[config.mk]
export PLATFORM = sky130hd
export DESIGN_NAME = mem_stage
export DESIGN_NICKNAME = d
export VERILOG_FILES = /design/src/rtl/pipeline_pkg.sv /design/src/rtl/mem_lane_align.sv /design/src/rtl/mem_stage.sv
export SDC_FILE = /design/constraint.sdc
export NUM_CORES = 1
export LEC_CHECK = 0
export ABC_AREA = 1
export CAP_MARGIN = 25
export CORE_UTILIZATION = 40
export CTS_CLUSTER_SIZE = 10
export DETAILED_ROUTE_END_ITERATION = 8
export HOLD_SLACK_MARGIN = 0.05
export PLACE_DENSITY = 0.81
export SYNTH_ARGS = -nofsm -noshare
export SYNTH_HDL_FRONTEND = slang
export SYNTH_SLANG_ARGS = --single-unit
[constraint.sdc]
create_clock -name clk -period 6.6 [get_ports clk]
set_input_delay 1.32 -clock clk [delete_from_list [all_inputs] [get_ports clk]]
set_output_delay 1.32 -clock clk [all_outputs]
set_load 0.05 [all_outputs]
[src/rtl/pipeline_pkg.sv]
// ============================================================================
// pipeline_pkg : shared instruction-type / funct3 codes and mem-stage states
// Revision     : 1.0
// ============================================================================
`default_nettype none

package pipeline_pkg;

  localparam int XLEN = 32;

  localparam logic [2:0] IT_RTYPE  = 3'b011;
  localparam logic [2:0] IT_ITYPE  = 3'b001;
  localparam logic [2:0] IT_LOAD   = 3'b000;
  localparam logic [2:0] IT_STORE  = 3'b010;
  localparam logic [2:0] IT_BRANCH = 3'b110;

  localparam logic [2:0] F3_B  = 3'b000;
  localparam logic [2:0] F3_H  = 3'b001;
  localparam logic [2:0] F3_W  = 3'b010;
  localparam logic [2:0] F3_BU = 3'b100;
  localparam logic [2:0] F3_HU = 3'b101;

  typedef enum logic [0:0] {
    S_IDLE     = 1'b0,
    S_MEM_WAIT = 1'b1
  } state_e;

  function automatic logic ls_legal(input logic is_store, input logic [2:0] f3);
    if (is_store) begin
      return (f3 == F3_B) || (f3 == F3_H) || (f3 == F3_W);
    end
    return (f3 == F3_B) || (f3 == F3_H) || (f3 == F3_W) || (f3 == F3_BU) || (f3 == F3_HU);
  endfunction

endpackage

`default_nettype wire

[src/rtl/mem_lane_align.sv]
// ============================================================================
// mem_lane_align : byte-lane steering for stores, extraction/extension for loads
// Revision       : 1.0
// ============================================================================
`default_nettype none

module mem_lane_align
  import pipeline_pkg::*;
(
  input  logic [1:0]  addr_lo,
  input  logic [2:0]  funct3,
  input  logic [31:0] store_data,
  input  logic [31:0] rdata,
  output logic [3:0]  be,
  output logic [31:0] wdata,
  output logic [31:0] load_data,
  output logic        misalign
);

  logic [7:0]  lane_byte;
  logic [15:0] lane_half;

  always_comb begin
    lane_byte = rdata[7:0];
    case (addr_lo)
      2'd1:    lane_byte = rdata[15:8];
      2'd2:    lane_byte = rdata[23:16];
      2'd3:    lane_byte = rdata[31:24];
      default: lane_byte = rdata[7:0];
    endcase
    lane_half = addr_lo[1] ? rdata[31:16] : rdata[15:0];

    // funct3[1:0] encodes the access size for both loads and stores
    be       = 4'b0000;
    wdata    = 32'd0;
    misalign = 1'b0;
    case (funct3[1:0])
      2'b00: begin
        be    = 4'b0001 << addr_lo;
        wdata = {4{store_data[7:0]}};
      end
      2'b01: begin
        be       = addr_lo[1] ? 4'b1100 : 4'b0011;
        wdata    = {2{store_data[15:0]}};
        misalign = addr_lo[0];
      end
      2'b10: begin
        be       = 4'b1111;
        wdata    = store_data;
        misalign = |addr_lo;
      end
      default: ;
    endcase

    case (funct3)
      F3_B:    load_data = {{24{lane_byte[7]}}, lane_byte};
      F3_H:    load_data = {{16{lane_half[15]}}, lane_half};
      F3_W:    load_data = rdata;
      F3_BU:   load_data = {24'd0, lane_byte};
      F3_HU:   load_data = {16'd0, lane_half};
      default: load_data = 32'd0;
    endcase
  end

endmodule

`default_nettype wire

[src/rtl/mem_stage.sv]
// ============================================================================
// mem_stage : memory-access stage -- LOAD/STORE req/ack, ALU result passthrough
// Revision  : 1.0
// ============================================================================
`default_nettype none

module mem_stage #(
  parameter int XLEN    = 32,
  parameter int TIMEOUT = 255
) (
  input  logic            clk,
  input  logic            rst_n,
  input  logic            in_valid,
  output logic            in_ready,
  input  logic [2:0]      in_itype,
  input  logic [XLEN-1:0] in_alu_out,
  input  logic [2:0]      in_funct3,
  input  logic [XLEN-1:0] in_store_data,
  input  logic [4:0]      in_rd,
  output logic            mem_req,
  output logic            mem_we,
  output logic [XLEN-1:0] mem_addr,
  output logic [3:0]      mem_be,
  output logic [XLEN-1:0] mem_wdata,
  input  logic [XLEN-1:0] mem_rdata,
  input  logic            mem_ack,
  output logic            wb_valid,
  output logic            wb_we,
  output logic [4:0]      wb_rd,
  output logic [XLEN-1:0] wb_data,
  output logic            err
);

  import pipeline_pkg::*;

  localparam int CNT_W = (TIMEOUT > 1) ? $clog2(TIMEOUT + 1) : 1;
  localparam logic [CNT_W-1:0] TO_VAL = CNT_W'(TIMEOUT);

  state_e            state_q, state_d;
  logic [CNT_W-1:0]  cnt_q, cnt_d, cnt_inc;
  logic              mem_req_q, mem_req_d;
  logic              mem_we_q, mem_we_d;
  logic [XLEN-1:0]   mem_addr_q, mem_addr_d;
  logic [3:0]        mem_be_q, mem_be_d;
  logic [XLEN-1:0]   mem_wdata_q, mem_wdata_d;
  logic [4:0]        rd_q, rd_d;
  logic [2:0]        f3_q, f3_d;
  logic [1:0]        addr_lo_q, addr_lo_d;
  logic              wb_valid_q, wb_valid_d;
  logic              wb_we_q, wb_we_d;
  logic [4:0]        wb_rd_q, wb_rd_d;
  logic [XLEN-1:0]   wb_data_q, wb_data_d;
  logic              err_q, err_d;

  logic              is_store;
  logic              timeout_hit;
  logic [1:0]        lane_addr;
  logic [2:0]        lane_f3;
  logic [3:0]        lane_be;
  logic [31:0]       lane_wdata;
  logic [31:0]       lane_ldata;
  logic              lane_mis;

  // One aligner serves both directions: request fields in IDLE, load data in MEM_WAIT
  assign lane_addr = (state_q == S_IDLE) ? in_alu_out[1:0] : addr_lo_q;
  assign lane_f3   = (state_q == S_IDLE) ? in_funct3 : f3_q;

  mem_lane_align u_align (
    .addr_lo    (lane_addr),
    .funct3     (lane_f3),
    .store_data (in_store_data),
    .rdata      (mem_rdata),
    .be         (lane_be),
    .wdata      (lane_wdata),
    .load_data  (lane_ldata),
    .misalign   (lane_mis)
  );

  assign cnt_inc     = cnt_q + CNT_W'(1);
  assign timeout_hit = (TIMEOUT != 0) && (cnt_inc == TO_VAL);

  always_comb begin
    state_d     = state_q;
    cnt_d       = cnt_q;
    mem_req_d   = mem_req_q;
    mem_we_d    = mem_we_q;
    mem_addr_d  = mem_addr_q;
    mem_be_d    = mem_be_q;
    mem_wdata_d = mem_wdata_q;
    rd_d        = rd_q;
    f3_d        = f3_q;
    addr_lo_d   = addr_lo_q;
    wb_valid_d  = 1'b0;
    wb_we_d     = 1'b0;
    wb_rd_d     = 5'd0;
    wb_data_d   = '0;
    err_d       = 1'b0;
    is_store    = (in_itype == IT_STORE);

    case (state_q)
      S_IDLE: begin
        if (in_valid) begin
          case (in_itype)
            IT_RTYPE, IT_ITYPE: begin
              wb_valid_d = 1'b1;
              wb_we_d    = (in_rd != 5'd0);
              wb_rd_d    = in_rd;
              wb_data_d  = in_alu_out;
            end
            IT_LOAD, IT_STORE: begin
              if (!ls_legal(is_store, in_funct3) || lane_mis) begin
                err_d = 1'b1;
              end else begin
                state_d     = S_MEM_WAIT;
                cnt_d       = '0;
                mem_req_d   = 1'b1;
                mem_we_d    = is_store;
                mem_addr_d  = {in_alu_out[XLEN-1:2], 2'b00};
                mem_be_d    = lane_be;
                mem_wdata_d = is_store ? lane_wdata : '0;
                rd_d        = in_rd;
                f3_d        = in_funct3;
                addr_lo_d   = in_alu_out[1:0];
              end
            end
            default: ;
          endcase
        end
      end
      S_MEM_WAIT: begin
        if (mem_ack || timeout_hit) begin
          state_d     = S_IDLE;
          cnt_d       = '0;
          mem_req_d   = 1'b0;
          mem_we_d    = 1'b0;
          mem_addr_d  = '0;
          mem_be_d    = 4'b0000;
          mem_wdata_d = '0;
          // ack takes priority over a coincident timeout
          if (mem_ack) begin
            if (!mem_we_q) begin
              wb_valid_d = 1'b1;
              wb_we_d    = (rd_q != 5'd0);
              wb_rd_d    = rd_q;
              wb_data_d  = lane_ldata;
            end
          end else begin
            err_d = 1'b1;
          end
        end else begin
          cnt_d = cnt_inc;
        end
      end
      default: state_d = S_IDLE;
    endcase
  end

  always_ff @(posedge clk or negedge rst_n) begin
    if (!rst_n) begin
      state_q     <= S_IDLE;
      cnt_q       <= '0;
      mem_req_q   <= 1'b0;
      mem_we_q    <= 1'b0;
      mem_addr_q  <= '0;
      mem_be_q    <= 4'b0000;
      mem_wdata_q <= '0;
      rd_q        <= 5'd0;
      f3_q        <= 3'd0;
      addr_lo_q   <= 2'd0;
      wb_valid_q  <= 1'b0;
      wb_we_q     <= 1'b0;
      wb_rd_q     <= 5'd0;
      wb_data_q   <= '0;
      err_q       <= 1'b0;
    end else begin
      state_q     <= state_d;
      cnt_q       <= cnt_d;
      mem_req_q   <= mem_req_d;
      mem_we_q    <= mem_we_d;
      mem_addr_q  <= mem_addr_d;
      mem_be_q    <= mem_be_d;
      mem_wdata_q <= mem_wdata_d;
      rd_q        <= rd_d;
      f3_q        <= f3_d;
      addr_lo_q   <= addr_lo_d;
      wb_valid_q  <= wb_valid_d;
      wb_we_q     <= wb_we_d;
      wb_rd_q     <= wb_rd_d;
      wb_data_q   <= wb_data_d;
      err_q       <= err_d;
    end
  end

  assign in_ready  = rst_n && (state_q == S_IDLE);
  assign mem_req   = mem_req_q;
  assign mem_we    = mem_we_q;
  assign mem_addr  = mem_addr_q;
  assign mem_be    = mem_be_q;
  assign mem_wdata = mem_wdata_q;
  assign wb_valid  = wb_valid_q;
  assign wb_we     = wb_we_q;
  assign wb_rd     = wb_rd_q;
  assign wb_data   = wb_data_q;
  assign err       = err_q;

endmodule

`default_nettype wire

==> summary.txt <==
Outcome
  • Outcome: finished, final reports clean

Power and ir drop
  • Pwr per Cell Area: 283 nW/um^2
  • Leak: 0.00492 uW
  • Max VDD drop: 204 uV

Die
  • Row count: 46
  • Die area: 17300 sq um
  • Die H: 131 um
  • Initial Utilization: 41.5%
  • Die W: 131 um
  • I/O pin count: 222
  • Core area: 16100 sq um

Finish
  • Multi-input gate area: 2850 sq um
  • ANT cells: 0
  • Area grow syn2layout: 41.7%
  • Post-Layout Cell Count: 1338
  • Most common cell after layout, fill and taps aside: nand2_1
  • Most frequent cells in the layout: 373 x nand2_1, 218 x clkdlybuf4s50_1, 127 x dfrtp_1
  • Nets@finish: 1227
  • Register Area: 3180 sq um
  • Fillers: 1461
  • Finished Cell Area: 9490 sq um
  • Layout cells sized above 1: 4.72%

Global route
  • Vias in the first global route: 6287
  • Pin count of the biggest net entering global routing: 67
  • Total gr overflow: 0
  • First-pass GRT wire length: 33400 um
  • All-layer global routing usage: 24.7%
  • Initial antenna violation count: 0

CTS
  • Clock Tree Buf Depth: 2
  • Cts repair resizes: 0
  • Worst-path clk slew: 0.05 ns
  • CTS Sinks: 127
  • Clock buffer count from CTS: 17
  • Root Buffer: clkbuf_16
  • # Post-CTS Setup Buffers: 0
  • CTS tree: done
  • CTS Hold Bufs: 0
  • H-tree Lvls: 4
  • Later-pin clock latency in the skew report: 0.42 ns

Critical path
  • Critical path arrival: 5.08 ns
  • CP Capture Type: flip-flop
  • CP required: 6.95 ns
  • Crit path launch type: primary input
  • Reg-to-Reg Start: state_q
  • Worst-case reg-to-reg path depth: 14
  • Crit Path Class: in2reg
  • Reg2reg end: mem_addr[24]
  • CP Max Fanout: 39
  • Flop2flop setup slack: 2.46 ns

Timing
  • Fmax: 211 MHz
  • Fin crit period: 4.73 ns
  • Slew at the pin closest to its max-slew limit: 0.889 ns
  • Hold Vio Cnt, Final: 0
  • Setup Total Neg Slack: 0 ns
  • Final worst slack: 1.87 ns
  • Worst clock skew: 0.0110 ns
  • RSZ-0062 raised after global routing: no
  • Pins Over Slew Limit: 0
  • Fin crit share: 71.7%
  • # setup viols final: 0
  • Max-slew headroom: 40.6%

Logic synthesis
  • Post-synth EDFFs: 0
  • Synth cell types: 38
  • Yosys warning count: 0
  • Synth async-reset ratio: 100%
  • Cells after synthesis: 912
  • Mapped Area: 6690 sq um
  • Synthesized flop and latch total: 127
  • Avg Synthesized Cell Area: 7.34 sq um
  • Sequential element share of the synthesized area: 47.5%
  • Primary FF master, synth: dfrtp_1

Hold path
  • Worst hold path class: reg2reg
  • Hold endpoint: mem_wdata[6]
  • Min-Delay Startpoint: mem_wdata[6]
  • Hold path depth: 2

Drt
  • Initial drt markers: 514
  • # DRC: 0
  • Pre-antenna DRT Iters: 5
  • Vias: 6699
  • Wire length per cell: 15.8 um
  • Antenna-violating nets left: 0
  • Vias per cell: 5.01
  • Drt total wl: 21200 um

Placement
  • Place WS: 1.47 ns
  • PortBufs: 219
  • Placed instance count: 1306
  • Final Wtd Congestion: 0.943
  • Half-perimeter wire length after placement: 15500 um
  • Placed Area: 8930 sq um

Run
  • Max Cap Viol: 0
[cell usage after synthesis (3+ instances only)]
| cell type | count | area share, % |
|---|---|---|
| nand2_1 | 373 | 21 |
| dfrtp_1 | 127 | 47 |
| inv_1 | 104 | 5.8 |
| nand3_1 | 75 | 5.6 |
| nor2_1 | 50 | 2.8 |
| o21ai_0 | 36 | 2.7 |
| buf_2 | 19 | 1.4 |
| o22ai_1 | 17 | 1.6 |
| a21oi_1 | 16 | 1.2 |
| clkbuf_1 | 15 | 0.84 |
| a22oi_1 | 10 | 1.1 |
| nand4_1 | 7 | 0.65 |
| nor3_1 | 7 | 0.52 |
| ha_1 | 6 | 1.1 |
| o31ai_1 | 6 | 0.67 |
| buf_4 | 5 | 0.56 |
| buf_6 | 5 | 0.84 |
| inv_2 | 5 | 0.28 |
| o21ai_1 | 5 | 0.37 |
| nand2_2 | 3 | 0.28 |
| nor2_4 | 3 | 0.50 |
[routing by layer]
metal	GRT usage [%]	wire, um	vias to the layer above
met5	0	0	-
met4	11.0	661	0
met3	3.86	1120	43
met2	40.5	10200	271
met1	32.2	9170	3142
li1	-	-	3243
[registers in the layout (all words and copies together), names as in the netlist]
name       flops
addr_lo_q      2
cnt_q          8
err            1
f3_q           3
mem_addr      30
mem_be         4
mem_req        1
mem_wdata     32
mem_we         1
rd_q           5
state_q        1
wb_data       32
wb_rd          5
wb_valid       1
wb_we          1
[cell type report]
| type | count | area share [%] |
|---|---|---|
| Tap cell | 216 | 2.85 |
| Inverter | 110 | 4.35 |
| Timing Repair Buffer | 224 | 23.6 |
| Clock buffer | 22 | 5.00 |
| Sequential cell | 127 | 33.5 |
| Clock inverter | 9 | 0.660 |
| Multi-Input combinational cell | 630 | 30.1 |
[worst max-delay path, cell delays in order]
cell and delay [ns]:
clkdlybuf4s50_1 0.44, o21ai_0 0.32, ha_1 0.67, inv_1 0.33, nand2_1 0.20, nand3_4 0.10
nand3_1 0.09, nand2_1 0.05, buf_4 0.27, nand2_2 0.56, buf_4 0.47, nand2_1 0.12
nand2_1 0.08
[power by group]
| group | leakage, uW | internal [uW] | total (uW) | switching, uW |
|---|---|---|---|---|
| logic | 0.00297 | 296 | 902 | 606 |
| registers | 0.00170 | 882 | 942 | 59.9 |
| clock network | 0.000254 | 505 | 839 | 334 |
| total | 0.00492 | 1680 | 2680 | 1000 |
[through the flow]
| step | hold WS, ns | total power (uW) | utilization (%) |
|---|---|---|---|
| detailed placement | 0.459 | 1850 | 55.4 |
| CTS | 0.472 | 2690 | 58.8 |
| finish | 0.468 | 2680 | 58.9 |
| global route | 0.494 | 2800 | 58.9 |
| global placement | 0.454 | 1840 | 55.4 |
| floorplan | 0.453 | 1520 | - |
[cells by family after synthesis]
kind of cell,count (synthesis),synth area share [%]
AOI/OAI and AO/OA,95,8.54
xor gates and xnor gates,1,0.131
adders and majority gates,6,1.12
buffers and inverters,156,9.96
DFF,127,47.5
other,1,0.0560
and+or+nand+nor,526,32.7
[worst max path at each step]
stage | end | start | cells after the start
5_1_grt | mem_we | in_funct3[1] | 14
6_report | mem_addr[24] | in_funct3[0] | 13
3_5_place_dp | mem_addr[17] | in_funct3[0] | 13
3_3_place_gp | mem_addr[25] | in_funct3[1] | 14
4_1_cts | mem_addr[17] | in_funct3[0] | 13
2_1_floorplan | in_ready | rst_n | 2
Note: power is estimated with default switching activity, not from simulation.
==> RTL edit 1: new RTL, same settings <==
Register the output `err` once more, cleared by the reset; this adds one clock of latency there. The other outputs are not delayed to match.
--- a/src/rtl/mem_stage.sv
+++ b/src/rtl/mem_stage.sv
@@ -202,5 +202,11 @@
   assign wb_rd     = wb_rd_q;
   assign wb_data   = wb_data_q;
-  assign err       = err_q;
+  always_ff @(posedge clk or negedge rst_n) begin
+    if (!rst_n) begin
+      err <= '0;
+    end else begin
+      err <= err_q;
+    end
+  end
 
 endmodule
Formal check against the unedited RTL: not equivalent (Yosys sat finds a counterexample within 4 cycles, from zero or initial values and one cycle with rst_n low).
==> RTL edit 1 against the unedited design <==
Non-clock buffer count increased by 1. Setup slack got worse by 0.18 ns. Sequential cell count increased by 1. Routed wire length increased by 0.21%. First-iteration DRC count decreased by 0.78%. Largest cell class unchanged. Worst hold slack got worse by 0.12 ns. Register-to-register slack got worse by 0.11 ns. Synthesized cell count increased by 0.11%. Design area increased by 0.90%. Area after synthesis increased by 0.37%. Final cell count increased by 0.45%. Largest power group unchanged. Power increased by 2.9%.
==> RTL edit 1: results (changes against the unedited design) <==
<table>
<tr><th>Metric</th><th>Value</th></tr>
<tr><th colspan="2">Status</th></tr>
<tr><td>Result of the run</td><td>complete, no violations</td></tr>
<tr><th colspan="2">Place</th></tr>
<tr><td>Area post-placement</td><td>9000 µm² (+0.73%)</td></tr>
<tr><td>Half-perimeter wire length after detailed placement</td><td>15500 µm (-0.40%)</td></tr>
<tr><th colspan="2">STA</th></tr>
<tr><td>Tightest hold margin</td><td>0.345 ns (-0.123 ns)</td></tr>
<tr><th colspan="2">GRT</th></tr>
<tr><td>Fraction of met1 tracks used by global routing</td><td>31.8% (-0.42 points)</td></tr>
<tr><td>Initial antenna violation count</td><td>2 (+2)</td></tr>
<tr><td>Total GRT Usage</td><td>25.3% (+0.59 points)</td></tr>
<tr><td>Maximum number of pins on one net before global-route repair</td><td>73 (+9.0%)</td></tr>
<tr><td>Global routing met3 resource utilization</td><td>7.06% (+3.2 points)</td></tr>
<tr><th colspan="2">Synth</th></tr>
<tr><td>Post-synthesis share of cell area spent on full adders, half adders and majority gates</td><td>1.12% (-0.0042 points)</td></tr>
<tr><td>Most used standard cells in the synthesized netlist</td><td>nand2_1, dfrtp_1, inv_1, nand3_1, nor2_1</td></tr>
<tr><td>Xor-xnor portion of the synthesized cell area</td><td>0.130% (-0.00049 points)</td></tr>
<tr><td>Complex-gate fraction of the synthesized area</td><td>8.51% (-0.032 points)</td></tr>
<tr><td>Sequential area share after synthesis</td><td>47.7% (+0.20 points)</td></tr>
<tr><th colspan="2">Routing</th></tr>
<tr><td>Uppermost layer routed</td><td>met5</td></tr>
<tr><td>Met2 WL post-DR</td><td>9820 µm (-4.2%)</td></tr>
<tr><th colspan="2">Cells and area</th></tr>
<tr><td>Net count reported at finish</td><td>1229 (+0.16%)</td></tr>
<tr><td>Final clock-cell share</td><td>5.97% (+0.32 points)</td></tr>
<tr><td>Sequential cell count</td><td>128 (+0.79%)</td></tr>
<tr><td>Fraction of area in multi-input gates</td><td>29.8% (-0.27 points)</td></tr>
<tr><th colspan="2">Critical path</th></tr>
<tr><td>Critical path fanouts, max</td><td>49 (+26%)</td></tr>
<tr><td>Cell type of the slowest stage on the worst timing path</td><td>nand2_2</td></tr>
<tr><td>Critical path arrival</td><td>5.22 ns (+0.14 ns)</td></tr>
<tr><td>Setup slack on the worst flop-to-flop path</td><td>2.35 ns (-0.11 ns)</td></tr>
<tr><th colspan="2">Worst hold path</th></tr>
<tr><td>Startpoint of the most critical hold path</td><td>err_q</td></tr>
<tr><td>Capture endpoint of the worst hold path</td><td>err</td></tr>
<tr><td>Cells on Worst Hold Path</td><td>0 (-2)</td></tr>
<tr><th colspan="2">Floorplan</th></tr>
<tr><td>Horiz. Die Dim</td><td>132 µm (+0.18%)</td></tr>
<tr><td>Starting Density</td><td>40.8% (-0.73 points)</td></tr>
<tr><th colspan="2">Power</th></tr>
<tr><td>Switching power of the nets</td><td>0.00101 W (+0.75%)</td></tr>
</table>
RTL edit 1: through the flow:
stage | power [W] | setup WS, ns | cells | util [%]
2_1_floorplan | 0.00152 | 3.29 | 914 | -
3_3_place_gp | 0.00185 | 1.51 | 1312 | 54.5
3_5_place_dp | 0.00186 | 1.28 | 1313 | 54.7
4_1_cts | 0.00278 | 1.72 | 1344 | 58.1
5_1_grt | 0.00288 | 1.37 | 1344 | 58.1
6_report | 0.00276 | 1.68 | 1344 | 58.1
RTL edit 1: cell families (layout without fill, tap and decap cells):
group                    after synthesis  after routing
AND/OR/NAND/NOR                      526            526
other                                  1              2
buffers and inverters                156            366
adder cells (fa/ha/maj)                6              6
XOR/XNOR                               1              1
flip-flops                           128            128
AO/OA/AOI/OAI                         95             95
RTL edit 1: worst max-delay path by stage:
stage	endpoint	slack [ns]
final	mem_addr[24]	1.68
after global routing	mem_addr[25]	1.37
after CTS	mem_addr[24]	1.72
after detailed placement	mem_addr[24]	1.28
after global placement	mem_addr[24]	1.51
after floorplan	in_ready	3.29
==> RTL edit 2: new RTL, same settings <==
Without the edit above. Set the parameter `TIMEOUT` to 510 (it was 255).
--- a/src/rtl/mem_stage.sv
+++ b/src/rtl/mem_stage.sv
@@ -7,5 +7,5 @@
 module mem_stage #(
   parameter int XLEN    = 32,
-  parameter int TIMEOUT = 255
+  parameter int TIMEOUT = 510
 ) (
   input  logic            clk,
Check against the original RTL: same outputs for any inputs over 4 cycles, from zero or initial values and one cycle with rst_n low; that may be too few to reach the edited logic, so the function may still have changed.
==> RTL edit 2 against the unedited design <==
Global-route usage increased by 0.65 points. Routed wire length is 0.52% higher. Clock power is 25% higher. Count of clock-buffer cells in the layout increased by 1. Sequential cell count up 1. Design area rose by 1.2%. Utilization increased by 0.93 points. Setup slack better by 0.35 ns. Area after synthesis decreased by 0.54%. Via count is 4.0% higher. Power rose by 9.6%. Critical endpoint is now mem_wdata[6]. Largest power group is now the clock network. Highest routed layer unchanged.
==> RTL edit 2: results (changes against the unedited design) <==
<table>
<tr><th>Metric</th><th>Value</th></tr>
<tr><th colspan="2">STA</th></tr>
<tr><td>Slew at the pin closest to its max-slew limit</td><td>1.04 ns (+0.154 ns)</td></tr>
<tr><td>Tightest hold margin</td><td>0.467 ns (-0.000822 ns)</td></tr>
<tr><td>Achievable frequency</td><td>228 MHz (+8.0%)</td></tr>
<tr><th colspan="2">Synth</th></tr>
<tr><td>Cell count after synthesis</td><td>924 (+1.3%)</td></tr>
<tr><td>Post-synth cell types</td><td>30 (-21%)</td></tr>
<tr><td>Area contributors post-synth</td><td>dfrtp_1, nand2_1, nand3_1, inv_1, nor2_1</td></tr>
<tr><th colspan="2">Power</th></tr>
<tr><td>Internal power</td><td>0.00191 W (+13%)</td></tr>
<tr><td>IR Drop Worst-Case VDD</td><td>0.000204 V (+0.11%)</td></tr>
<tr><td>Leakage power</td><td>4.87 nW (-0.99%)</td></tr>
<tr><th colspan="2">Worst hold path</th></tr>
<tr><td>Startpoint of the most critical hold path</td><td>mem_wdata[26]</td></tr>
<tr><th colspan="2">Cells and area</th></tr>
<tr><td>Net count reported at finish</td><td>1239 (+0.98%)</td></tr>
<tr><td>Diode insertion count for antenna repair</td><td>0 (unchanged)</td></tr>
<tr><td>Layout cells sized above 1</td><td>4.05% (-0.67 points)</td></tr>
<tr><td>Layout fillers</td><td>1408 (-3.6%)</td></tr>
<tr><th colspan="2">Place</th></tr>
<tr><td>Place WS</td><td>1.83 ns (+0.361 ns)</td></tr>
<tr><td>Area post-placement</td><td>8930 µm² (about the same)</td></tr>
<tr><th colspan="2">Critical path</th></tr>
<tr><td>Cell count of the worst reg-to-reg path</td><td>11 (-3)</td></tr>
<tr><td>Critical path fanouts, max</td><td>45 (+15%)</td></tr>
<tr><td>Setup slack on the worst flop-to-flop path</td><td>3.12 ns (+0.66 ns)</td></tr>
<tr><td>Critical path endpoint</td><td>mem_wdata[6]</td></tr>
<tr><td>Critical path arrival</td><td>4.74 ns (-0.34 ns)</td></tr>
<tr><th colspan="2">Routing</th></tr>
<tr><td>Pre-Repair DR Iteration Count</td><td>7 (+2)</td></tr>
<tr><td>1st-iter DRT viols</td><td>692 (+35%)</td></tr>
<tr><td>Routed via count divided by cell count</td><td>5.15 (+3.0%)</td></tr>
<tr><td>Final routed wirelength across all metal layers</td><td>21300 µm (+0.52%)</td></tr>
<tr><th colspan="2">GRT</th></tr>
<tr><td>Global routing met3 resource utilization</td><td>6.80% (+2.9 points)</td></tr>
<tr><td>Fraction of met1 tracks used by global routing</td><td>32.5% (+0.29 points)</td></tr>
<tr><td>Met2 track demand over resource in global routing</td><td>40.9% (+0.41 points)</td></tr>
<tr><td>First-pass GRT wire length</td><td>33000 µm (-1.1%)</td></tr>
<tr><td>Total GRT Usage</td><td>25.3% (+0.65 points)</td></tr>
<tr><th colspan="2">Clocking</th></tr>
<tr><td>Number of H-tree branching levels</td><td>4 (unchanged)</td></tr>
<tr><th colspan="2">Status</th></tr>
<tr><td>Result of the run</td><td>complete, no violations</td></tr>
</table>
RTL edit 2: layer usage:
metal  up-vias  part of all wire, %  routed length [µm]
li1       3309                    -                   -
met1      3238                   42                8910
met2       371                   46                9760
met3        46                  9.9                2100
met4         0                  2.6                 544
met5         -                    0                   0
RTL edit 2: worst min-delay path by stage:
stage | to | cells past startpoint
after global placement | mem_addr[9] | 2
after detailed placement | mem_addr[9] | 2
after floorplan | addr_lo_q[0] | 2
after CTS | mem_wdata[26] | 2
final | mem_wdata[26] | 2
after global routing | mem_addr[27] | 2
RTL edit 2: kinds of logic after synthesis:
| kind of cell | share of synthesized area, % |
|---|---|
| AOI/OAI and AO/OA | 7.78 |
| adders and majority gates | 1.13 |
| and+or+nand+nor | 33.9 |
| xor gates and xnor gates | 0.263 |
| DFF | 48.1 |
| buffers and inverters | 8.78 |
| other | 0.0563 |
RTL edit 2: final cells by class:
type | count | area, µm² | area share [%]
flip-flops and latches | 128 | 3200 | 33.4
repair buffers | 225 | 2240 | 23.3
multi-input cells | 658 | 2880 | 30.0
inverters | 92 | 345 | 3.60
clock inverters | 9 | 178 | 1.85
well taps | 216 | 270 | 2.82
clock buffers | 23 | 488 | 5.08
RTL edit 2: power groups by stage:
stage               Sequential [W]  Clock [W]  Combinational, W
global placement          0.000972          0          0.000913
detailed placement        0.000972          0          0.000923
finish                    0.000962    0.00105          0.000926
global route              0.000973    0.00110          0.000990
floorplan                  0.00128          0          0.000265
CTS                       0.000961    0.00107          0.000928
RTL edit 2: critical path, cell delays in order:
cell and delay [ns]:
clkdlybuf4s50_1 0.45, o21ai_0 0.35, ha_1 0.93, inv_1 0.13, o21ai_0 0.12, nand3_1 0.11, nand3_1 0.13, nand2_2 0.07
nand2_2 0.41, buf_4 0.50, nand2_1 0.10, nand2_1 0.08
